--- config.mk ---
export PLATFORM = sky130hd
export DESIGN_NAME = mem_stage_sb
export DESIGN_NICKNAME = d
export VERILOG_FILES = /design/src/rtl/mem_stage_sb.sv
export SDC_FILE = /design/constraint.sdc
export NUM_CORES = 1
export LEC_CHECK = 0
export ABC_AREA = 1
export CORE_UTILIZATION = 50
export CTS_CLUSTER_DIAMETER = 150
export DETAILED_ROUTE_END_ITERATION = 12
export GPL_TIMING_DRIVEN = 0
export PLACE_DENSITY = 0.7
export SETUP_SLACK_MARGIN = 0.05
export SLEW_MARGIN = 20
export SYNTH_ARGS = -nofsm -noshare
export SYNTH_HDL_FRONTEND = slang
export SYNTH_SLANG_ARGS = --single-unit
--- constraint.sdc ---
create_clock -name CLK -period 7.4 [get_ports CLK]
set_input_delay 1.48 -clock CLK [delete_from_list [all_inputs] [get_ports CLK]]
set_output_delay 1.48 -clock CLK [all_outputs]
set_load 0.02 [all_outputs]
--- src/rtl/mem_stage_sb.sv ---
// MEM-stage load/store unit: RV32 sub-word formatting plus an in-order store buffer that
// drains in the background and forwards buffered bytes to younger loads.
module mem_stage_sb #(
   parameter int unsigned ADDR_W   = 32,
   parameter int unsigned SB_DEPTH = 4,
   parameter bit          FWD_EN   = 1'b1
) (
   input  logic              CLK,
   input  logic              RESET,
   input  logic              MEM_READ_EN,
   input  logic              MEM_WRITE_EN,
   input  logic [2:0]        FUNC3,
   input  logic [ADDR_W-1:0] ADDR,
   input  logic [31:0]       WRITE_DATA,
   output logic [31:0]       READ_DATA,
   output logic              MEM_BUSYWAIT,
   output logic              MISALIGN,
   output logic              SB_FULL,
   output logic              SB_EMPTY,
   output logic              DM_REQ,
   output logic              DM_WE,
   output logic [ADDR_W-1:0] DM_ADDR,
   output logic [31:0]       DM_WDATA,
   output logic [3:0]        DM_BE,
   input  logic [31:0]       DM_RDATA,
   input  logic              DM_ACK
);

   localparam int unsigned PW = $clog2(SB_DEPTH);

   typedef enum logic [1:0] {StIdle, StDrain, StLoad, StLdone} state_e;

   logic [ADDR_W-1:0] sb_addr_q [SB_DEPTH];
   logic [3:0]        sb_be_q   [SB_DEPTH];
   logic [31:0]       sb_data_q [SB_DEPTH];
   logic [SB_DEPTH-1:0] sb_valid_q;
   logic [PW-1:0]     head_q, tail_q;
   logic [PW:0]       count_q;

   state_e            state_q;
   logic              dm_req_q, dm_we_q;
   logic [ADDR_W-1:0] dm_addr_q;
   logic [31:0]       dm_wdata_q, ld_data_q;
   logic [3:0]        dm_be_q;

   logic              misalign, st_req, ld_req, full, enq, deq;
   logic              any_match, fwd_ok;
   logic [ADDR_W-1:0] word_addr;
   logic [3:0]        acc_be, mrg_be;
   logic [31:0]       st_data, mrg_data;
   logic [PW-1:0]     idx;

   function automatic logic [31:0] fmt_load(logic [31:0] w, logic [2:0] f3, logic [1:0] off);
      logic [31:0] s;
      logic [31:0] r;
      s = w >> {off, 3'b000};
      case (f3)
         3'b000:  r = {{24{s[7]}}, s[7:0]};
         3'b001:  r = {{16{s[15]}}, s[15:0]};
         3'b100:  r = {24'h0, s[7:0]};
         3'b101:  r = {16'h0, s[15:0]};
         default: r = s;
      endcase
      return r;
   endfunction

   always_comb begin
      misalign  = (FUNC3[1:0] == 2'b01 && ADDR[0]) || (FUNC3[1] && ADDR[1:0] != 2'b00);
      word_addr = {ADDR[ADDR_W-1:2], 2'b00};
      if (FUNC3[1])              acc_be = 4'b1111;
      else if (FUNC3[0])         acc_be = ADDR[1] ? 4'b1100 : 4'b0011;
      else                       acc_be = 4'b0001 << ADDR[1:0];
      st_data = WRITE_DATA << {ADDR[1:0], 3'b000};
      // A simultaneous read+write is a store only.
      st_req  = MEM_WRITE_EN && !misalign;
      ld_req  = MEM_READ_EN && !MEM_WRITE_EN && !misalign;
      full    = (count_q == (PW+1)'(SB_DEPTH));
      enq     = st_req && !full;
      deq     = (state_q == StDrain) && DM_ACK;
   end

   // Walk entries oldest to youngest so the youngest writer of each byte wins.
   always_comb begin
      mrg_be    = 4'b0000;
      mrg_data  = 32'h0;
      any_match = 1'b0;
      idx       = head_q;
      for (int i = 0; i < int'(SB_DEPTH); i++) begin
         idx = head_q + PW'(i);
         if (sb_valid_q[idx] && sb_addr_q[idx] == word_addr) begin
            any_match = 1'b1;
            for (int b = 0; b < 4; b++) begin
               if (sb_be_q[idx][b]) begin
                  mrg_be[b]         = 1'b1;
                  mrg_data[8*b +: 8] = sb_data_q[idx][8*b +: 8];
               end
            end
         end
      end
      fwd_ok = FWD_EN && any_match && ((mrg_be & acc_be) == acc_be);
   end

   always_comb begin
      MISALIGN     = (MEM_READ_EN || MEM_WRITE_EN) && misalign;
      MEM_BUSYWAIT = (state_q != StLdone) && ((st_req && full) || (ld_req && !fwd_ok));
      if (state_q == StLdone)     READ_DATA = ld_data_q;
      else if (ld_req && fwd_ok)  READ_DATA = fmt_load(mrg_data, FUNC3, ADDR[1:0]);
      else                        READ_DATA = 32'h0;
      SB_FULL  = full;
      SB_EMPTY = (count_q == '0);
      DM_REQ   = dm_req_q;
      DM_WE    = dm_we_q;
      DM_ADDR  = dm_addr_q;
      DM_WDATA = dm_wdata_q;
      DM_BE    = dm_be_q;
   end

   always_ff @(posedge CLK) begin
      if (enq) begin
         sb_addr_q[tail_q] <= word_addr;
         sb_be_q[tail_q]   <= acc_be;
         sb_data_q[tail_q] <= st_data;
      end
   end

   always_ff @(posedge CLK or negedge RESET) begin
      if (!RESET) begin
         sb_valid_q <= '0;
         head_q     <= '0;
         tail_q     <= '0;
         count_q    <= '0;
      end else begin
         if (enq) begin
            sb_valid_q[tail_q] <= 1'b1;
            tail_q             <= tail_q + 1'b1;
         end
         if (deq) begin
            sb_valid_q[head_q] <= 1'b0;
            head_q             <= head_q + 1'b1;
         end
         count_q <= count_q + (PW+1)'(enq) - (PW+1)'(deq);
      end
   end

   always_ff @(posedge CLK or negedge RESET) begin
      if (!RESET) begin
         state_q    <= StIdle;
         dm_req_q   <= 1'b0;
         dm_we_q    <= 1'b0;
         dm_addr_q  <= '0;
         dm_wdata_q <= 32'h0;
         dm_be_q    <= 4'b0000;
         ld_data_q  <= 32'h0;
      end else begin
         unique case (state_q)
            StIdle: begin
               if (ld_req && !any_match) begin
                  state_q    <= StLoad;
                  dm_req_q   <= 1'b1;
                  dm_we_q    <= 1'b0;
                  dm_addr_q  <= word_addr;
                  dm_wdata_q <= 32'h0;
                  dm_be_q    <= 4'b1111;
               end else if (count_q != '0) begin
                  state_q    <= StDrain;
                  dm_req_q   <= 1'b1;
                  dm_we_q    <= 1'b1;
                  dm_addr_q  <= sb_addr_q[head_q];
                  dm_wdata_q <= sb_data_q[head_q];
                  dm_be_q    <= sb_be_q[head_q];
               end
            end
            StDrain, StLoad: begin
               if (DM_ACK) begin
                  if (state_q == StLoad) begin
                     ld_data_q <= fmt_load(DM_RDATA, FUNC3, ADDR[1:0]);
                     state_q   <= StLdone;
                  end else begin
                     state_q   <= StIdle;
                  end
                  dm_req_q   <= 1'b0;
                  dm_we_q    <= 1'b0;
                  dm_addr_q  <= '0;
                  dm_wdata_q <= 32'h0;
                  dm_be_q    <= 4'b0000;
               end
            end
            StLdone: state_q <= StIdle;
            default: state_q <= StIdle;
         endcase
      end
   end

endmodule

Word level (Yosys, flattened, before mapping)
Memories as Yosys holds them, arrays and structs flattened.
Cells that the tools add are included.
W data, S select, Z words.
{"block": "totals", "out_inout_bits": 106, "input_bits": 104, "wordCells": 178, "ramBits": 264, "reg_bits": 115, "mem_count": 3}
{"memory": "sb_data_q", "depth": 4, "width": 32, "rd": 4, "rd_clocked_by_memory_dff": 0, "wr": 1, "line_no": "35", "rtl": "logic [31:0] sb_data_q [SB_DEPTH];"}
{"memory": "sb_addr_q", "depth": 4, "width": 30, "rd": 4, "rd_clocked_by_memory_dff": 0, "wr": 1, "line_no": "33", "rtl": "logic [ADDR_W-1:0] sb_addr_q [SB_DEPTH];"}
{"memory": "sb_be_q", "depth": 4, "width": 4, "rd": 4, "rd_clocked_by_memory_dff": 0, "wr": 1, "line_no": "34", "rtl": "logic [3:0] sb_be_q [SB_DEPTH];"}
{"block": "classes", "n_eq_ne": 16, "n_addsub": 6, "bitwise": 4, "reduce_logical": 38, "magnitude_cmp": 7, "shift": 4, "n_mux": 89}
{"op": "$mux W32", "n": 11}
{"op": "$pmux W32 S4", "n": 2}
{"op": "$eq A32 B32 Y1", "n": 4}
{"op": "$mux W8", "n": 16}
{"op": "$pmux W32 S2", "n": 2}
{"op": "$shr A32 B5 Y32", "n": 2}
{"op": "$mux W4", "n": 12}
{"op": "$mux W1", "n": 32}
{"op": "$shl A32 B5 Y32", "n": 1}
{"op": "$logic_and A1 B1 Y1", "n": 20}
{"op": "$lt A2 B3 Y1 const B", "n": 5}
{"op": "$eq A3 B3 Y1 const B", "n": 3}
{"op": "$and A4 B4 Y4", "n": 2}
{"op": "$bmux W1 S2", "n": 4}
{"op": "$mux W2", "n": 4}
{"op": "$pmux W4 S2", "n": 1}
{"op": "$logic_not A3 Y1", "n": 2}
{"op": "$pmux W2 S3", "n": 1}
{"op": "$reduce_and A3 Y1", "n": 2}
{"op": "$logic_not A1 Y1", "n": 5}
{"op": "$add A2 B1 Y2 const B", "n": 2}
{"op": "$add A2 B2 Y2 const B", "n": 2}
{"op": "$demux W1 S2", "n": 2}
{"op": "$eq A2 B1 Y1 const B", "n": 2}
{"op": "other kinds (18)", "n": 25}

Logic depth before layout (Yosys ltp)
Gate-level depths: netlist (run 1).
{"block": "depth", "ltp_word": 17, "ltp_mapped": 34, "depth_no_buf": 25}

Worst setup path before layout (run 1)
No wires, ideal clock.
{"block": "synth_timing", "path_kind": "flip-flop to output port", "start": "register head_q[1]", "end": "output READ_DATA[7]", "stages_incl_launch_ff": 29, "path_buffers": 10, "arrival_ns": 4.422, "required_time_ns": 5.920, "path_slack_ns": 1.498, "cell_sequence": "dfrtp_1 -> buf_2 -> inv_2 -> buf_4 -> buf_2 -> buf_2 -> clkbuf_1 -> clkbuf_1 -> buf_2 -> ha_1 -> inv_2 -> buf_2 -> buf_2 -> nand3_1 -> nand3_1 -> nand2_1 -> nor2_1 -> nand2_1 -> nor2_1 -> nand2_1 -> nor2_4 -> nand2_1 -> nor3b_1 -> a31oi_1 -> nand3b_1 -> nor2_4 -> buf_6 -> nand3_1 -> o21ai_1"}
{"block": "synth_via", "elab_chain_cells": 16, "word_cells_on_any_way": 74, "cone_classes": "3 x add/sub; 5 x eq/ne; 1 x shift; 55 x mux; 1 x bitwise; 6 x reduce/logical; 3 x memory"}
{"item": "from (decl)", "line_no": "37", "rtl": "logic [PW-1:0] head_q, tail_q;"}
{"item": "from (signal assigned)", "line_no": "139", "rtl": "head_q <= head_q + 1'b1;"}
{"item": "branches (longest 14 deep; another with $mem_v2 Z4 W30)"}
{"item": "$mux W32 (*)", "line_no": "107", "rtl": "else if (ld_req && fwd_ok) READ_DATA = fmt_load(mrg_data, FUNC3, ADDR[1:0]);"}
{"item": "$mux W32 (*)", "line_no": "106", "rtl": "if (state_q == StLdone) READ_DATA = ld_data_q;"}
{"item": "to (decl)", "line_no": "15", "rtl": "output logic [31:0] READ_DATA,"}
Every way passes the cells marked *. The select of a mux whose other input is x is not followed.

Worst setup path after layout (run 1)
{"block": "layout_timing", "start": "register head_q[0]", "end": "output READ_DATA[15]"}
{"block": "layout_via", "word_cells_on_any_way": 74, "cone_classes": "3 x add/sub; 5 x eq/ne; 1 x shift; 55 x mux; 1 x bitwise; 6 x reduce/logical; 3 x memory"}
{"item": "$add A2 B2 Y2 (*)", "line_no": "89", "rtl": "idx = head_q + PW'(i);"}
{"item": "net idx[0]", "line_no": "51", "rtl": "logic [PW-1:0] idx;"}
{"item": "branches (longest 8 deep; another with $mem_v2 Z4 W30)"}
{"item": "$mux W32 (*)", "line_no": "107"}
{"item": "$mux W32 (*)", "line_no": "106"}
Mark *: on every way through the listed nets, which the timed path passes. The select of a mux whose other input is x is not followed.

==> metrics.md, run 1 <==
| Metric | Value |
|---|---|
| Final setup viols | `0` |
| Row count | `81` |
| Hold wc startpoint | `DM_REQ` |
| Sequential share of power | `22.1%` |
| Comb pwr share | `61.5%` |
| CTS H-tree lvls | `2` |
| Tot Pwr | `13.2 mW` |
| Ys Warns | `0` |
| Post-Syn Area per Cell | `7.16 um^2` |
| Final Cycle Share | `97.7%` |
| Peak VDD IR | `0.000362 V` |
| Initial antenna violation count | `0` |
| Pwr/cell area | `441 mW/mm^2` |
| Cells after Synth | `3491` |
| Gr usage total | `45.4%` |
| Multi-input gate area | `0.0125 mm^2` |
| ANT cells | `0` |
| GP Congestion | `1.07` |
| Area delta synth->final | `19.7%` |
| Fmax | `0.138 GHz` |
| CTS Sinks | `377` |
| Asr flop ratio synth | `30.0%` |
| Routed Antenna Nets | `0` |
| Detailed Route WL | `117 mm` |
| Fin crit period | `7230 ps` |
| RSZ-0062 raised after global routing | `false` |
| Setup crit end kind | `output pin` |
| Hold Crit Class | `flop to flop` |
| Worst-path clk slew | `70 ps` |
| Worst Path Buf+Inv | `8` |
| Clock Path Buffers | `3` |
| Die area | `0.0509 mm^2` |
| IO Pins | `210` |
| Routed vias/inst | `6.28` |
| Hold Path Cell Cnt | `2` |
| DIE WIDTH | `226 um` |
| Non-filler cells, final | `4451` |
| Ys flop type | `edfxtp_1` |
| Fraction of layout cells with a size suffix above 1 | `7.13%` |
| Largest area contributor in the netlist | `edfxtp_1` |
| Fillers | `4500` |
| Most frequent cell after synthesis | `nand2_1` |
| Sw frac | `54.1%` |
| Vias in the first global route | `25200` |
| Final net count | `3875` |
| Max-slew headroom | `16.5%` |
| Post-synth top area share | `31.7%` |
| Sequential Area | `0.0108 mm^2` |
| Crit Path Class | `flop to output pin` |
| 1st-pass router iterations | `7` |
| Clk Latency, worst-skew pair | `610 ps` |
| Floorplan Core Area | `0.0492 mm^2` |
| Worst hold endpoint | `DM_REQ` |
| Critical Path Fanout Max | `19` |
| R2r startpoint | `head_q[0]` |
| Number of CTS-inserted buffers | `43` |
| Remaining routing DRC violations | `0` |
| Fin. max-slew vios | `0` |
| Die height | `226 um` |
| Cell-internal power | `6.05 mW` |
| Post-synthesis sequential area ratio | `43.0%` |
| Largest net degree at the start of global routing | `70` |
| CP Cell Sequence | `buf_6 > inv_4 > buf_12 > buf_16 > buf_6 > ha_1 > buf_6 > buf_4 > nand3_1 > nand3_1 > nand4_1 > nor4_1 > nand4_1 > nand3_1 > nor2_1 > nor2_1 > nand3b_1 > nor2_1 > nand2_1 > nand2_1 > clkdlybuf4s50_1` |
| Top cells by area, synth | `edfxtp_1 32%, nand2_1 21%, dfrtp_1 11%, nand3_1 10%, o21ai_0 6.3%` |
| Global-route wire length before repair | `166 mm` |
| Final-report hold violation count | `0` |
| CP max-delay cell | `nor4_1` |
| Final Skew | `51.1 ps` |
| DP Wirelength | `92.6 mm` |
| Synthesized cell area | `0.0250 mm^2` |
| Top cells by count, synth | `1383 x nand2_1, 516 x nand3_1, 315 x o21ai_0` |
| TritonCTS clock tree | `done` |
| EDFF count, synth | `264` |
| Worst Reg2Reg Path Length in Cells | `28` |
| PortBufs | `205` |
| Root Driver | `clkbuf_16` |
| Drt first-iter violations | `5657` |
| Sw Pwr | `7.13 mW` |
| Arr. time, crit path | `5750 ps` |
| Startpoint types | `flop` |
| R2R setup slack | `1600 ps` |
| Number of synthesized register bits | `377` |
| Worst Path Required | `5920 ps` |
| WL/cell | `26.2 um` |
| Power share of the clock group | `16.4%` |
| Crit-path max cell delay | `790 ps` |
| Outcome | `finished clean` |
| Number of distinct library cells after synthesis | `49` |
| DR vias | `28000` |
| Max Cap Viol | `0` |
| Hold buffers post-CTS | `0` |
| CP top delay family | `simple AND/OR/NAND/NOR gates` |
| Starting Density | `50.8%` |
| Pleak | `13.7 nW` |
| Reg2reg end | `DM_ADDR[9]` |
| GRT Residual Overflow | `0` |
| DP Cell Count | `4374` |
| Worst slew pin tran | `1240 ps` |
==> worst register-to-register path: cells and delay by family, from the launching register on <==
family	cells	cell delay, ps
buf+inv	13	2790
simple gates	13	1600
compound gates	1	460
fa+ha+maj	1	420
flops	1	390
==> state kept, by name, indices dropped and copies added, names as in the netlist <==
register	flops
DM_ADDR	30
DM_BE	4
DM_REQ	1
DM_WDATA	32
DM_WE	1
count_q	3
head_q	2
ld_data_q	32
sb_addr_q	120
sb_be_q	16
sb_data_q	128
sb_valid_q	4
state_q	2
tail_q	2
==> final cells by class <==
cell class                 count  share of cell area (%)
multi-input combinational   2665                    41.7
sequential                   377                    36.0
timing repair buffer         226                    8.17
clock buffer                  54                    3.91
buffer                       180                    3.35
inverter                     261                    3.31
tap                          664                    2.78
clock inverter                24                   0.795
==> how the worst max path moves through the flow <==
stage	endpoint	slack, ps	startpoint	depth (start not counted)
6_report	READ_DATA[15]	170	head_q[0]	21
5_1_grt	READ_DATA[17]	50	head_q[0]	31
4_1_cts	READ_DATA[15]	60	head_q[0]	28
3_5_place_dp	READ_DATA[23]	-1280	head_q[1]	29
3_3_place_gp	sb_be_q[2][2]	-2270	FUNC3[1]	8
2_1_floorplan	READ_DATA[7]	1500	head_q[1]	28
==> cell families (layout without fill, tap and decap cells) <==
group	Yosys count	in the layout	share of synthesized area [%]
compound gates	479	479	11.0
xor+xnor	16	16	0.561
fa+ha+maj	17	17	0.881
buf+inv	450	745	7.53
flops	377	377	43.0
other cells	1	2	0.0150
simple gates	2151	2151	36.9
==> through the flow <==
step | cell area [um^2] | utilization (%) | worst slack, ps | hold WS (ps) | TNS, ps
global route | 29900 | 60.8 | 52.0 | 490 | 0
floorplan | 25000 | - | 1500 | 449 | 0
finish | 29900 | 60.8 | 167 | 476 | 0
detailed placement | 28200 | 57.4 | -1280 | 465 | -40100
global placement | 27900 | 56.7 | -2270 | 459 | -614860
CTS | 29800 | 60.7 | 58.6 | 479 | 0
==> power by group through the flow <==
stage               sequential [mW]  combinational, mW  clock [mW]
finish                         2.92               8.10        2.16
global route                   2.94               8.52        2.24
CTS                            2.90               7.59        2.15
detailed placement             2.93               7.44           0
global placement               2.96               7.33           0
floorplan                      3.00               4.35           0
==> cells in the final DEF (no fill, tap or decap), types with 86 or more instances in the layout <==
master and instances:
nand2_1 1381, nand3_1 513, o21ai_0 314, edfxtp_1 264, inv_1 238, clkdlybuf4s50_1 173, dfrtp_1 113, nor2_1 106
clkbuf_1 100, o211ai_1 86
==> layer usage <==
| metal | wire (um) | vias to the layer above | GRT usage [%] |
|---|---|---|---|
| li1 | - | 12200 | - |
| met1 | 47200 | 13000 | 67.2 |
| met2 | 44900 | 2410 | 60.5 |
| met3 | 20200 | 344 | 16.1 |
| met4 | 4530 | 0 | 15.1 |
| met5 | 0 | - | 0 |
==> what timing repair did <==
| action | in CTS | in global routing |
|---|---|---|
| gates resized for setup | 108 | 22 |
| pin swaps | 5 | 0 |
| buffers inserted | 7 | 0 |
| setup endpoints to repair | 34 | 33 |
| gates cloned | 0 | 1 |
No activity file was read; power rests on OpenSTA's default activity.
==> inputs of run 2 (changes only) <==
SKIP_LAST_GASP = 1   (was not set)
==> results of run 2 <==
No change in the layout: final DEF, timing and power equal those of run 1.
